File: src/rtl/core_opf_if.sv
`default_nettype none
// ============================================================================
// Module      : core_opf_if
// Description : Decode-side and EX-side handshake bundle of the operand-fetch
//               stage.
//               Decode channel : in_valid_i, in_ready_o, in_instr_i, in_pc_i
//               EX channel     : out_valid_o, out_ready_i, out_op_o, out_d_o,
//                                out_addr_o, out_pc_o, out_opa_o, out_opb_o
//               modport slave  : view of core_opf
//               modport master : view of the surrounding pipeline
// Revision    : 1.0  initial release
// ============================================================================
interface core_opf_if;
  logic        in_valid_i;
  logic        in_ready_o;
  logic [15:0] in_instr_i;
  logic [7:0]  in_pc_i;

  logic        out_valid_o;
  logic        out_ready_i;
  logic [3:0]  out_op_o;
  logic [3:0]  out_d_o;
  logic [7:0]  out_addr_o;
  logic [7:0]  out_pc_o;
  logic [15:0] out_opa_o;
  logic [15:0] out_opb_o;

  modport slave (
    input  in_valid_i, in_instr_i, in_pc_i, out_ready_i,
    output in_ready_o, out_valid_o, out_op_o, out_d_o, out_addr_o,
           out_pc_o, out_opa_o, out_opb_o
  );

  modport master (
    output in_valid_i, in_instr_i, in_pc_i, out_ready_i,
    input  in_ready_o, out_valid_o, out_op_o, out_d_o, out_addr_o,
           out_pc_o, out_opa_o, out_opb_o
  );
endinterface
`default_nettype wire

File: src/rtl/core_opf.sv
`default_nettype none
// ============================================================================
// Module      : core_opf
// Description : Single-lane operand-fetch stage of the TOY core. Drives two
//               register-file read ports, tracks in-flight destinations in a
//               busy scoreboard, stalls on RAW/WAW hazards, bypasses
//               same-cycle writebacks and presents a registered bundle to EX.
// Ports       : clk_i          clock
//               arst_ni        asynchronous active-low reset
//               bus            decode/EX handshake bundle (slave view)
//               rf_a/b_addr_o  register-file read addresses (combinational)
//               rf_a/b_data_i  register-file read data (combinational read)
//               wb_en_i        writeback enables, one per port
//               wb_addr_i      writeback register numbers, 4 bits per port
//               wb_data_i      writeback data, 16 bits per port
// Revision    : 1.0  initial release
// ============================================================================
module core_opf #(
  parameter int WB_PORTS = 2
) (
  input  wire                     clk_i,
  input  wire                     arst_ni,
  core_opf_if.slave               bus,
  output logic [3:0]              rf_a_addr_o,
  output logic [3:0]              rf_b_addr_o,
  input  wire  [15:0]             rf_a_data_i,
  input  wire  [15:0]             rf_b_data_i,
  input  wire  [WB_PORTS-1:0]     wb_en_i,
  input  wire  [4*WB_PORTS-1:0]   wb_addr_i,
  input  wire  [16*WB_PORTS-1:0]  wb_data_i
);

  localparam logic [3:0] C_R0 = 4'd0;

  // --------------------------------------------------------------------------
  // Instruction fields
  // --------------------------------------------------------------------------
  logic [3:0] w_op;
  logic [3:0] w_d;
  logic [3:0] w_s;
  logic [3:0] w_t;
  logic [7:0] w_addr;

  assign w_op   = bus.in_instr_i[15:12];
  assign w_d    = bus.in_instr_i[11:8];
  assign w_s    = bus.in_instr_i[7:4];
  assign w_t    = bus.in_instr_i[3:0];
  assign w_addr = bus.in_instr_i[7:0];

  // --------------------------------------------------------------------------
  // Source / destination classification by opcode
  // --------------------------------------------------------------------------
  logic w_use_a;
  logic w_use_b;
  logic w_a_is_d;
  logic w_writes_d;

  always_comb begin
    w_use_a    = 1'b0;
    w_use_b    = 1'b0;
    w_a_is_d   = 1'b0;
    w_writes_d = 1'b0;
    case (w_op)
      4'h1, 4'h2, 4'h3, 4'h4, 4'h5, 4'h6: begin
        w_use_a    = 1'b1;
        w_use_b    = 1'b1;
        w_writes_d = 1'b1;
      end
      4'h7, 4'h8, 4'hF: begin
        w_writes_d = 1'b1;
      end
      4'h9, 4'hC, 4'hD, 4'hE: begin
        w_use_a  = 1'b1;
        w_a_is_d = 1'b1;
      end
      4'hA: begin
        w_use_b    = 1'b1;
        w_writes_d = 1'b1;
      end
      4'hB: begin
        w_use_a  = 1'b1;
        w_a_is_d = 1'b1;
        w_use_b  = 1'b1;
      end
      default: begin
      end
    endcase
  end

  // Unused ports read R0 so that their operand naturally falls out as zero
  logic [3:0] w_a_src;
  logic [3:0] w_b_src;

  assign w_a_src     = w_use_a ? (w_a_is_d ? w_d : w_s) : C_R0;
  assign w_b_src     = w_use_b ? w_t : C_R0;
  assign rf_a_addr_o = w_a_src;
  assign rf_b_addr_o = w_b_src;

  // --------------------------------------------------------------------------
  // Writeback port unpacking and per-register hit vector
  // --------------------------------------------------------------------------
  logic [3:0]  w_wb_addr [WB_PORTS];
  logic [15:0] w_wb_data [WB_PORTS];

  for (genvar gj = 0; gj < WB_PORTS; gj++) begin : g_wb_unpack
    assign w_wb_addr[gj] = wb_addr_i[4*gj +: 4];
    assign w_wb_data[gj] = wb_data_i[16*gj +: 16];
  end

  logic [15:0] w_wb_hit;

  always_comb begin
    w_wb_hit = '0;
    for (int j = 0; j < WB_PORTS; j++) begin
      if (wb_en_i[j]) begin
        w_wb_hit[w_wb_addr[j]] = 1'b1;
      end
    end
  end

  // --------------------------------------------------------------------------
  // Operand bypass: ascending scan so the highest matching port wins, the
  // same priority the register file applies to simultaneous writes.
  // --------------------------------------------------------------------------
  logic [15:0] w_opa;
  logic [15:0] w_opb;

  always_comb begin
    w_opa = rf_a_data_i;
    w_opb = rf_b_data_i;
    for (int j = 0; j < WB_PORTS; j++) begin
      if (wb_en_i[j] && (w_wb_addr[j] == w_a_src)) begin
        w_opa = w_wb_data[j];
      end
      if (wb_en_i[j] && (w_wb_addr[j] == w_b_src)) begin
        w_opb = w_wb_data[j];
      end
    end
    // R0 reads as zero whatever the register file or writebacks hold
    if (w_a_src == C_R0) begin
      w_opa = '0;
    end
    if (w_b_src == C_R0) begin
      w_opb = '0;
    end
  end

  // --------------------------------------------------------------------------
  // Scoreboard and hazard detection
  // --------------------------------------------------------------------------
  logic [15:0] r_busy;
  logic [15:0] w_busy_nxt;
  logic [15:0] w_eff_busy;
  logic        w_dst_live;
  logic        w_raw;
  logic        w_waw;
  logic        w_hazard;
  logic        w_in_ready;
  logic        w_accept;
  logic        r_out_valid;

  // A register being written back this cycle is already resolved
  assign w_eff_busy = r_busy & ~w_wb_hit;
  assign w_dst_live = w_writes_d & (w_d != C_R0);
  assign w_raw      = (w_use_a & w_eff_busy[w_a_src]) |
                      (w_use_b & w_eff_busy[w_b_src]);
  assign w_waw      = w_dst_live & w_eff_busy[w_d];
  assign w_hazard   = w_raw | w_waw;

  // Hazard is evaluated regardless of in_valid_i so ready never depends on it
  assign w_in_ready     = ~w_hazard & (~r_out_valid | bus.out_ready_i);
  assign w_accept       = bus.in_valid_i & w_in_ready;
  assign bus.in_ready_o = w_in_ready;

  // Set after clear: a new writer of a register being retired keeps it busy
  always_comb begin
    w_busy_nxt = r_busy & ~w_wb_hit;
    if (w_accept && w_dst_live) begin
      w_busy_nxt[w_d] = 1'b1;
    end
    w_busy_nxt[C_R0] = 1'b0;
  end

  always_ff @(posedge clk_i or negedge arst_ni) begin
    if (!arst_ni) begin
      r_busy <= '0;
    end else begin
      r_busy <= w_busy_nxt;
    end
  end

  // --------------------------------------------------------------------------
  // Output bundle register
  // --------------------------------------------------------------------------
  logic [3:0]  r_out_op;
  logic [3:0]  r_out_d;
  logic [7:0]  r_out_addr;
  logic [7:0]  r_out_pc;
  logic [15:0] r_out_opa;
  logic [15:0] r_out_opb;

  always_ff @(posedge clk_i or negedge arst_ni) begin
    if (!arst_ni) begin
      r_out_valid <= 1'b0;
      r_out_op    <= '0;
      r_out_d     <= '0;
      r_out_addr  <= '0;
      r_out_pc    <= '0;
      r_out_opa   <= '0;
      r_out_opb   <= '0;
    end else if (w_accept) begin
      r_out_valid <= 1'b1;
      r_out_op    <= w_op;
      r_out_d     <= w_d;
      r_out_addr  <= w_addr;
      r_out_pc    <= bus.in_pc_i;
      r_out_opa   <= w_opa;
      r_out_opb   <= w_opb;
    end else if (bus.out_ready_i) begin
      r_out_valid <= 1'b0;
    end
  end

  assign bus.out_valid_o = r_out_valid;
  assign bus.out_op_o    = r_out_op;
  assign bus.out_d_o     = r_out_d;
  assign bus.out_addr_o  = r_out_addr;
  assign bus.out_pc_o    = r_out_pc;
  assign bus.out_opa_o   = r_out_opa;
  assign bus.out_opb_o   = r_out_opb;

endmodule
`default_nettype wire

File: src/flat_wrapper.sv
// flat-port wrapper written by rule: the top's interface ports become plain ports
module core_opf_flat 
#(
  parameter int WB_PORTS = 2
)
  (clk_i, arst_ni, rf_a_addr_o, rf_b_addr_o, rf_a_data_i, rf_b_data_i, wb_en_i, wb_addr_i, wb_data_i, bus_in_valid_i, bus_in_instr_i, bus_in_pc_i, bus_out_ready_i, bus_in_ready_o, bus_out_valid_o, bus_out_op_o, bus_out_d_o, bus_out_addr_o, bus_out_pc_o, bus_out_opa_o, bus_out_opb_o);
  core_opf_if bus_i ();
  input  wire clk_i;
  input  wire arst_ni;
  output logic [3:0] rf_a_addr_o;
  output logic [3:0] rf_b_addr_o;
  input  wire  [15:0] rf_a_data_i;
  input  wire  [15:0] rf_b_data_i;
  input  wire  [WB_PORTS-1:0] wb_en_i;
  input  wire  [4*WB_PORTS-1:0] wb_addr_i;
  input  wire  [16*WB_PORTS-1:0] wb_data_i;
  input wire logic [$bits(bus_i.in_valid_i)-1:0] bus_in_valid_i;
  input wire logic [$bits(bus_i.in_instr_i)-1:0] bus_in_instr_i;
  input wire logic [$bits(bus_i.in_pc_i)-1:0] bus_in_pc_i;
  input wire logic [$bits(bus_i.out_ready_i)-1:0] bus_out_ready_i;
  output wire logic [$bits(bus_i.in_ready_o)-1:0] bus_in_ready_o;
  output wire logic [$bits(bus_i.out_valid_o)-1:0] bus_out_valid_o;
  output wire logic [$bits(bus_i.out_op_o)-1:0] bus_out_op_o;
  output wire logic [$bits(bus_i.out_d_o)-1:0] bus_out_d_o;
  output wire logic [$bits(bus_i.out_addr_o)-1:0] bus_out_addr_o;
  output wire logic [$bits(bus_i.out_pc_o)-1:0] bus_out_pc_o;
  output wire logic [$bits(bus_i.out_opa_o)-1:0] bus_out_opa_o;
  output wire logic [$bits(bus_i.out_opb_o)-1:0] bus_out_opb_o;
  assign bus_i.in_valid_i = bus_in_valid_i;
  assign bus_i.in_instr_i = bus_in_instr_i;
  assign bus_i.in_pc_i = bus_in_pc_i;
  assign bus_i.out_ready_i = bus_out_ready_i;
  assign bus_in_ready_o = bus_i.in_ready_o;
  assign bus_out_valid_o = bus_i.out_valid_o;
  assign bus_out_op_o = bus_i.out_op_o;
  assign bus_out_d_o = bus_i.out_d_o;
  assign bus_out_addr_o = bus_i.out_addr_o;
  assign bus_out_pc_o = bus_i.out_pc_o;
  assign bus_out_opa_o = bus_i.out_opa_o;
  assign bus_out_opb_o = bus_i.out_opb_o;
  core_opf #(.WB_PORTS(WB_PORTS)) u_core (.clk_i(clk_i), .arst_ni(arst_ni), .bus(bus_i), .rf_a_addr_o(rf_a_addr_o), .rf_b_addr_o(rf_b_addr_o), .rf_a_data_i(rf_a_data_i), .rf_b_data_i(rf_b_data_i), .wb_en_i(wb_en_i), .wb_addr_i(wb_addr_i), .wb_data_i(wb_data_i));
endmodule
File: config.mk
export PLATFORM = sky130hd
export DESIGN_NAME = core_opf_flat
export DESIGN_NICKNAME = d
export VERILOG_FILES = /design/src/rtl/core_opf_if.sv /design/src/rtl/core_opf.sv /design/src/flat_wrapper.sv
export SDC_FILE = /design/constraint.sdc
export NUM_CORES = 1
export LEC_CHECK = 0
export ABC_CLOCK_PERIOD_IN_PS = 3900
export BUFFER_PORTS_ARGS = -buffer_cell sky130_fd_sc_hd__buf_2
export CAP_MARGIN = 20
export CORE_AREA = 2 2 106 108
export CTS_BUF_LIST = sky130_fd_sc_hd__clkbuf_16
export CTS_CLUSTER_DIAMETER = 80
export DETAILED_ROUTE_END_ITERATION = 10
export DIE_AREA = 0 0 108 110
export GPL_TIMING_DRIVEN = 0
export HOLD_SLACK_MARGIN = 0.05
export PLACE_DENSITY = 0.78
export SYNTH_ARGS = -nofsm -noshare
export SYNTH_HDL_FRONTEND = slang
export SYNTH_SLANG_ARGS = --single-unit
export TNS_END_PERCENT = 20
File: constraint.sdc
create_clock -name clk_i -period 3.9 [get_ports clk_i]
set_input_delay 1.17 -clock clk_i [delete_from_list [all_inputs] [get_ports clk_i]]
set_output_delay 1.17 -clock clk_i [all_outputs]
set_load 0.005 [all_outputs]
==> results of run 1 <==
==> cells in the mapped netlist, drive strengths merged, types with 4 or more instances <==
cell type,n
mux2i,40
xnor2,11
mux2,61
o311ai,5
o221ai,19
buf,16
nor4,4
nand2b,9
or3b,4
nor2,31
a21oi,19
o41ai,17
xor2,5
nand3,5
nand3b,4
o21ai,22
dfrtp,72
a211oi,22
or2,6
inv,13
clkbuf,14
nor3,15
nand2,11
==> registers in the layout (all words and copies together) (netlist names) <==
name and count:
u_core.r_busy 15, u_core.bus.out_valid_o 1, u_core.bus.out_d_o 4, u_core.bus.out_opb_o 16, u_core.bus.out_addr_o 8, u_core.bus.out_opa_o 16, u_core.bus.out_op_o 4, u_core.bus.out_pc_o 8
==> per-stage QoR <==
stage	total power [uW]	setup WS [ns]	util, %
2_1_floorplan	1750	0.0128	-
3_5_place_dp	2230	-0.529	54.9
5_1_grt	3400	-0.408	64.5
4_1_cts	3230	-0.258	63.7
6_report	3240	-0.332	64.5
3_3_place_gp	2200	-0.499	54.8
==> logic make-up (layout without fill, tap and decap cells) <==
family                    count (synthesis)  count (layout)  synth area share (%)
buffers and inverters                    43             256                  4.99
xor gates and xnor gates                 16              16                  2.90
muxes                                   101             101                  25.1
AOI/OAI and AO/OA                       118             118                  19.5
and+or+nand+nor                          92              92                  10.3
DFF                                      72              72                  37.2
==> area by class of cell <==
type,instances,share of cell area (%)
multi-input combinational,327,46.2
sequential,72,26.1
timing repair buffer,197,16.5
clock buffer,9,3.26
buffer,30,3.26
tap,140,2.54
clock inverter,7,1.40
inverter,13,0.761
==> layer usage <==
layer	part of all wire, %	GRT usage [%]	vias up
met5	0	0	-
met4	5.7	16.9	0
met3	8.4	5.17	90
met2	47	44.4	316
met1	39	34.3	2326
li1	-	-	2116
==> where the power goes <==
part / leakage, uW / total (uW) / switching, uW / internal (uW)
sequential: 0.000898 / 1140 / 144 / 996
clock: 0.000153 / 885 / 324 / 560
combinational: 0.00210 / 1220 / 555 / 661
==> worst register-to-register path, delay by kind of cell (launching register included) <==
family,cells,cell delay (ns)
AO/OA/AOI/OAI,4,1.28
flip-flops,1,0.43
AND/OR/NAND/NOR,3,0.57
buffers and inverters,2,0.33
==> what timing repair did <==
action,CTS,global route
hold buffers,0,0
pin swaps,23,12
cloned,2,0
resized for setup,73,14
setup endpoints to repair,11,16
setup buffers,28,4
==> path summary, 6_finish.rpt <==
kind / startpoint / depth (start not counted) / endpoint
worst max-delay path: wb_addr_i[5] / 9 / bus_in_ready_o
worst min-delay path: u_core.bus.out_opb_o[14]$_DFFE_PN0P_ / 1 / u_core.bus.out_opb_o[14]$_DFFE_PN0P_
worst max register to register: u_core.r_busy[8]$_DFF_PN0_ / 9 / u_core.r_busy[3]$_DFF_PN0_
worst min register to register: u_core.bus.out_opb_o[14]$_DFFE_PN0P_ / 1 / u_core.bus.out_opb_o[14]$_DFFE_PN0P_
max in group asynchronous: arst_ni / 1 / u_core.bus.out_valid_o$_DFFE_PN0P_
min in group asynchronous: arst_ni / 1 / u_core.bus.out_opa_o[10]$_DFFE_PN0P_
==> metrics, run 1 <==
run status=finished with violations; failing checks=setup timing; Final Max Slew Viols=0; WP data arrival=3.06 ns; number of synthesized flops with an enable pin=0; # diodes=0; max incr delay on CP=0.40 ns; multi-input logic area=0.00319 mm2; largest net degree at the start of global routing=73; Max Clk Rate=236 MHz; row cnt=38; core area=0.0107 mm2; Antenna Nets Post-Route=0; Worst IR Drop VDD=0.223 mV; kind of end point of the critical path=output port; Die X=108 um; Ys Warns=0; Via density=6.10; Num CTS Buffers=9; Startpoint Class=input pin; register area=0.00180 mm2; WL final=16300 um; number of global-route vias before repair=4731; DR iter-0 viols=375; fillers=835; Routed WL per cell=20.6 um; Finished Layout Cells=795; skew final=0.00811 ns; Largest delay share family, worst path=simple AND/OR/NAND/NOR gates; final number of hold-violating endpoints=0; peak fanout along the critical path=7; internal reg-to-reg setup slack=1.12 ns; CTS clk-pin slew, worst paths=0.06 ns; Leak=0.00315 uW; gpl congestion=0.967; setup TNS=-0.332 ns; post-synth cell types=53; CTS tree=yes; RSZ-0062 raised after global routing=true; Syn Area/Cell=10.9 um2; worst hold slack=0.486 ns; synthesized net count=544; drt drc=0; Synth Flop Type=dfrtp_1; commonest non-fill, non-tap cell in the layout=buf_2; # setup viols final=1; dpl cells=745; Bufs and invs on worst path=2; leading cell types in the layout, fill and taps excluded=buf_2 (158), dfrtp_1 (72), mux2i_1 (39); CTS Sinks=72; area of the die=0.0119 mm2; mapped cell area=0.00484 mm2; clk root buf=clkbuf_16; Yosys top cell by area=dfrtp_1; Max-Cap Viols=0; post-layout min period=4.23 ns; Worst Slack Setup Final=-0.332 ns; CTS H-tree lvls=3; Crit path top cell by count=buf_2; # IOs=168; final instance area=0.00690 mm2; Die Ht=110 um; post-synthesis async set-or-reset flop share=100%; Area contributors post-synth=dfrtp_1 (37%), mux2_4 (11%), mux2i_1 (8.3%); Initial Utilization=45.2%; # port buffers=163; fin crit share=109%; initial antenna violation count=0; dpl hpwl=11700 um; vias=4848; Hold/Removal Path Class=flip-flop to flip-flop; post-synth top area share=37.2%; cell count after synthesis=442; sequential share of the synthesized area=37.2%; Rel. slew slack=40.7%; FF+latch count, synth=72; placed cell areas=0.00587 mm2; Overflow after GRT=0; first-pass GRT wire length=24700 um; Clock Tree Buf Depth=2; slowest CP cell=o221ai_2; DR pass1 iterations=5; nets@finish=752; Total GRT Usage=27.6%; critical-path cell list=buf_2 > or2_4 > o221ai_2 > mux2i_1 > nor3_1 > nor4_2 > a211o_1 > nor2_1 > buf_2; worst skew pair latency=0.34 ns; PD cells=469 mW/mm2; layout cell share with drive strength beyond 1=50.8%; Req. time, crit path=2.73 ns; measured slew at the worst slew-check pin=0.889 ns; critical path class=input pin to output port; Syn-to-layout area delta=42.6%
Power figures use the tool's default switching activity.
==> run 2: changes to the inputs <==
- CORE_AREA: 2 2 106 108 -> 2 2 105 107
- CTS_BUF_LIST: sky130_fd_sc_hd__clkbuf_16 -> sky130_fd_sc_hd__clkbuf_4 sky130_fd_sc_hd__clkbuf_8
- DIE_AREA: 0 0 108 110 -> 0 0 107 109
- PLACE_DENSITY: 0.78 -> 0.79
==> metrics, run 2 (synthesized netlist as in run 1, its figures left out) <==
DR pass1 iterations=6 (+1); fin crit share=111% (+2.1 points); CTS tree=yes; vias=4873 (+0.52%); Initial Utilization=45.6% (+0.41 points); Worst IR Drop VDD=0.214 mV (-3.7%); total power=2980 uW (-8.0%); Total GRT Usage=27.4% (-0.17 points); final number of hold-violating endpoints=0 (unchanged); Hold/Removal Path Class=flip-flop to flip-flop; Leak=0.00314 uW (-0.45%); Overflow after GRT=0 (unchanged); CTS clk-pin slew, worst paths=0.07 ns (about the same); drt drc=0 (unchanged); core area=0.0106 mm2 (-0.89%); placed cell areas=0.00587 mm2 (unchanged); Via density=6.08 (-0.36%); Worst Slack Setup Final=-0.415 ns (-0.0833 ns); worst skew pair latency=0.37 ns (+0.03 ns); Max Clk Rate=232 MHz (-1.9%); failing checks=setup timing; run status=finished with violations; area of the die=0.0117 mm2 (-1.8%); DR iter-0 viols=481 (+28%); post-layout min period=4.32 ns (+0.0833 ns); skew final=0.0106 ns (+0.00251 ns); number of global-route vias before repair=4798 (+1.4%); WP data arrival=3.15 ns (+0.09 ns); nets@finish=759 (+0.93%); CTS H-tree lvls=3 (unchanged); clk root buf=clkbuf_8; final instance area=0.00690 mm2 (about the same); critical path class=input pin to output port; measured slew at the worst slew-check pin=0.896 ns (+0.00663 ns); initial antenna violation count=0 (unchanged); leading cell types in the layout, fill and taps excluded=buf_2 (159), dfrtp_1 (72), buf_4 (42); pre-CTS setup slack=-0.538 ns (-0.00913 ns); dpl hpwl=11500 um (-1.4%); layout cell share with drive strength beyond 1=52.6% (+1.7 points); setup TNS=-0.415 ns (-0.0833 ns); Req. time, crit path=2.73 ns (about the same); Antenna Nets Post-Route=0 (unchanged); row cnt=38 (unchanged); commonest non-fill, non-tap cell in the layout=buf_2; largest net degree at the start of global routing=73 (unchanged); Num CTS Buffers=9 (unchanged); Startpoint Class=input pin; WL final=16600 um (+1.4%); CTS Sinks=72 (unchanged); Syn-to-layout area delta=42.6% (about the same); first-pass GRT wire length=24500 um (-0.95%); gpl congestion=1.03 (+7.0%); Final Max Slew Viols=0 (unchanged); RSZ-0062 raised after global routing=true; post-cts hold buffer count=0 (unchanged); kind of end point of the critical path=output port; peak fanout along the critical path=5 (-2); Max-Cap Viols=0 (unchanged); Rel. slew slack=40.3% (-0.44 points); # IOs=168 (unchanged); # setup viols final=1 (unchanged); Critical path origin=bus_in_instr_i[12]; Routed WL per cell=20.7 um (+0.52%); hold_sp=u_core.bus.out_opb_o[15]$_DFFE_PN0P_; PD cells=432 mW/mm2 (-8.0%); Die Ht=109 um (-0.91%); Clock Tree Buf Depth=2 (unchanged); Die X=107 um (-0.93%); # diodes=0 (unchanged); # port buffers=163 (unchanged); r2r startpoint=u_core.r_busy[5]$_DFF_PN0_
[run 2: area by class of cell]
| type | count | area [um2] |
|---|---|---|
| inverters | 13 | 52.6 |
| clock buffers | 10 | 131 |
| plain buffers | 30 | 218 |
| multi-input cells | 327 | 3280 |
| repair buffers | 204 | 1190 |
| well taps | 140 | 175 |
| fillers | 809 | 3700 |
| flip-flops and latches | 72 | 1800 |
| clock inverters | 6 | 60.1 |
[run 2: final timing paths]
check	endpoint	slack [ns]	cells after the start
max in group asynchronous	u_core.r_busy[7]$_DFF_PN0_	2.39	1
hold / removal	u_core.bus.out_opb_o[15]$_DFFE_PN0P_	0.49	1
setup / recovery	bus_in_ready_o	-0.42	11
setup reg to reg	u_core.r_busy[11]$_DFF_PN0_	1.11	10
min in group asynchronous	u_core.bus.out_opa_o[14]$_DFFE_PN0P_	0.92	1
hold reg to reg	u_core.bus.out_opb_o[15]$_DFFE_PN0P_	0.49	1
[run 2: routing by layer]
metal / routed length, um / part of all wire [%] / vias to the layer above / global-route usage (%)
met2: 7710 / 47 / 315 / 44.6
li1: - / - / 2132 / -
met3: 1310 / 7.9 / 89 / 5.02
met5: 0 / 0 / - / 0
met4: 1020 / 6.1 / 0 / 17.3
met1: 6530 / 39 / 2337 / 33.7
[run 2: timing repair]
action                                  in CTS  in global routing
gates resized for setup                     55                 56
cloned                                       2                  0
pin swaps                                   24                 23
endpoints found under the setup margin      11                  6
setup buffers                               31                  8
[run 2: metrics by stage]
step,util (%),instances,hold WS [ns]
after floorplan,-,442,0.489
after global placement,55.3,745,0.468
after detailed placement,55.4,745,0.475
after CTS,62.5,794,0.492
after global routing,65.1,802,0.508
final,65.1,802,0.489
[run 2: power breakdown]
part	leakage (uW)	internal [uW]	total, uW	switching [uW]
registers	0.000898	994	1140	143
clock network	0.0000955	299	588	289
logic	0.00214	678	1260	579
[run 2: critical path, cell delays in order]
cell      delay (ns)
buf_2           0.14
buf_6           0.14
o21ba_4         0.22
o221ai_4        0.20
buf_12          0.16
mux2i_2         0.28
o311ai_4        0.16
a211oi_1        0.34
a211o_1         0.17
nor2_1          0.04
buf_2           0.12
==> run 3: changes to the inputs <==
- SKIP_LAST_GASP: unset -> 1
- TNS_END_PERCENT: 20 -> 50
==> metrics, run 3 (synthesized netlist as in run 1, its figures left out) <==
WL final=16500 um (-0.42%); CTS Sinks=72 (unchanged); critical-path cell list=buf_2 > buf_6 > o21ba_4 > o221ai_4 > buf_12 > mux2i_2 > o311ai_4 > a211oi_1 > a211o_1 > nor2_1 > buf_2; Largest delay share family, worst path=compound AO/OA/AOI/OAI gates; Startpoint Class=input pin; DR iter-0 viols=405 (-16%); number of global-route vias before repair=4798 (unchanged); CTS tree=yes; DR pass1 iterations=6 (unchanged); Final Max Slew Viols=0 (unchanged); Num CTS Buffers=9 (unchanged); slowest CP cell=a211oi_1; clock share of power=19.6% (about the same); Net Sw Frac=33.8% (-0.10 points); commonest non-fill, non-tap cell in the layout=buf_2; # setup viols final=1 (unchanged); skew final=0.0109 ns (+0.000306 ns); CTS clk-pin slew, worst paths=0.07 ns (about the same); Worst R2R Path Depth=9 (-1); Max-Cap Viols=0 (unchanged); final number of hold-violating endpoints=0 (unchanged); Hold/Removal Path Class=flip-flop to flip-flop; fin crit share=110% (-0.19 points); max incr delay on CP=0.34 ns (about the same); hold_sp=u_core.bus.out_opb_o[15]$_DFFE_PN0P_; Worst IR Drop VDD=0.214 mV (about the same); # port buffers=163 (unchanged); core area=0.0106 mm2 (unchanged); pre-CTS setup slack=-0.538 ns (unchanged); fillers=810 (+0.12%); peak fanout along the critical path=5 (unchanged); internal reg-to-reg setup slack=1.15 ns (+0.04 ns); Via density=6.07 (-0.13%); largest net degree at the start of global routing=73 (unchanged); vias=4885 (+0.25%); sequential power share=38.2% (about the same); layout cell share with drive strength beyond 1=52.8% (+0.21 points); Total GRT Usage=27.4% (unchanged); reg-to-reg critical path endpoint=u_core.r_busy[11]$_DFF_PN0_; multi-input logic area=0.00327 mm2 (-0.34%); area of the die=0.0117 mm2 (unchanged); Leak=0.00315 uW (+0.45%); r2r startpoint=u_core.r_busy[15]$_DFF_PN0_; dpl hpwl=11500 um (unchanged); Hold Crit Endpoint=u_core.bus.out_opb_o[15]$_DFFE_PN0P_; # IOs=168 (unchanged); measured slew at the worst slew-check pin=0.894 ns (-0.00180 ns); Bufs and invs on worst path=4 (unchanged); combinational fraction of design power=42.2% (about the same); post-layout min period=4.31 ns (-0.00754 ns); Max Clk Rate=232 MHz (+0.18%); Crit path top cell by count=buf_2; gpl congestion=1.03 (unchanged); critical path class=input pin to output port; drt drc=0 (unchanged); Req. time, crit path=2.73 ns (about the same); Overflow after GRT=0 (unchanged); Internal Pwr Total=1970 uW (about the same); Die X=107 um (unchanged); WHS Path Cells=1 (unchanged); # diodes=0 (unchanged); worst skew pair latency=0.36 ns (about the same); WP data arrival=3.14 ns (about the same); Routed WL per cell=20.5 um (-0.79%); leading cell types in the layout, fill and taps excluded=buf_2 (159), dfrtp_1 (72), buf_4 (45); Layout Utilization=65.2% (+0.11 points); RSZ-0062 raised after global routing=true; Rel. slew slack=40.4% (+0.12 points); Worst Slack Setup Final=-0.408 ns (+0.00754 ns); first-pass GRT wire length=24500 um (unchanged); Initial Utilization=45.6% (unchanged); Clock Tree Buf Depth=2 (unchanged); PD cells=431 mW/mm2 (-0.29%); row cnt=38 (unchanged); P_sw=1010 uW (-0.43%); Syn-to-layout area delta=42.8%; run status=finished with violations; kind of end point of the critical path=output port; CTS H-tree lvls=3 (unchanged); Die Ht=109 um (unchanged); clk root buf=clkbuf_8; initial antenna violation count=0 (unchanged); failing checks=setup timing; register area=0.00180 mm2 (unchanged); Antenna Nets Post-Route=0 (unchanged); nets@finish=762 (+0.40%)
## run 3: cell count changes in the layout (fill, tap and decap cells not counted), sizes merged
cell,delta
buf,+3
## run 3: layout make-up
class / instances / share of cell area, %
multi-input cells: 327 / 47.2
flip-flops and latches: 72 / 26.1
repair buffers: 207 / 17.5
plain buffers: 30 / 3.15
well taps: 140 / 2.53
clock buffers: 10 / 1.90
clock inverters: 6 / 0.869
inverters: 13 / 0.760
## run 3: worst max path at each step
stage	startpoint	to	slack, ns	depth (start not counted)
2_1_floorplan	bus_in_instr_i[13]	bus_in_ready_o	0.01	9
3_3_place_gp	wb_addr_i[6]	bus_in_ready_o	-0.47	9
3_5_place_dp	bus_in_instr_i[13]	u_core.bus.out_opa_o[2]$_DFFE_PN0P_	-0.54	11
4_1_cts	bus_in_instr_i[15]	bus_in_ready_o	-0.28	11
5_1_grt	bus_in_instr_i[12]	bus_in_ready_o	-0.45	11
6_report	bus_in_instr_i[12]	bus_in_ready_o	-0.41	11
## run 3: what timing repair did
item                       in CTS  in global routing
setup endpoints to repair      11                  6
gates cloned                    2                  0
setup buffers                  31                 11
pin swaps                      24                 24
resized for setup              55                 55
hold buffers                    0                  0
## run 3: worst reg2reg max path: cells and delay by family, from the launching register on
family	cells	cell delay (ns)
mux	1	0.14
simple gates	1	0.37
buf+inv	2	0.32
compound gates	5	1.32
flops	1	0.42
## run 3: power by group through the flow
stage,Sequential (uW),Clock (uW),Combinational (uW)
detailed placement,1140,0,1090
global route,1170,632,1340
CTS,1140,593,1180
floorplan,1140,0,607
global placement,1120,0,1070
finish,1140,585,1260
## run 3: metrics by stage
stage | instances | setup TNS (ns) | cell area [um2] | hold slack [ns] | total power, uW
2_1_floorplan | 442 | 0 | 4880 | 0.489 | 1750
3_3_place_gp | 745 | -16.78 | 5870 | 0.468 | 2190
3_5_place_dp | 745 | -21.30 | 5870 | 0.475 | 2230
4_1_cts | 794 | -0.276 | 6630 | 0.492 | 2910
5_1_grt | 805 | -0.481 | 6910 | 0.508 | 3130
6_report | 805 | -0.408 | 6910 | 0.489 | 2980
## run 3: layer usage
layer | vias up | track usage, % | wire (um)
met4 | 0 | 17.3 | 946
met5 | - | 0 | 0
met2 | 304 | 44.6 | 7820
met1 | 2357 | 33.7 | 6490
met3 | 85 | 5.02 | 1250
li1 | 2139 | - | -
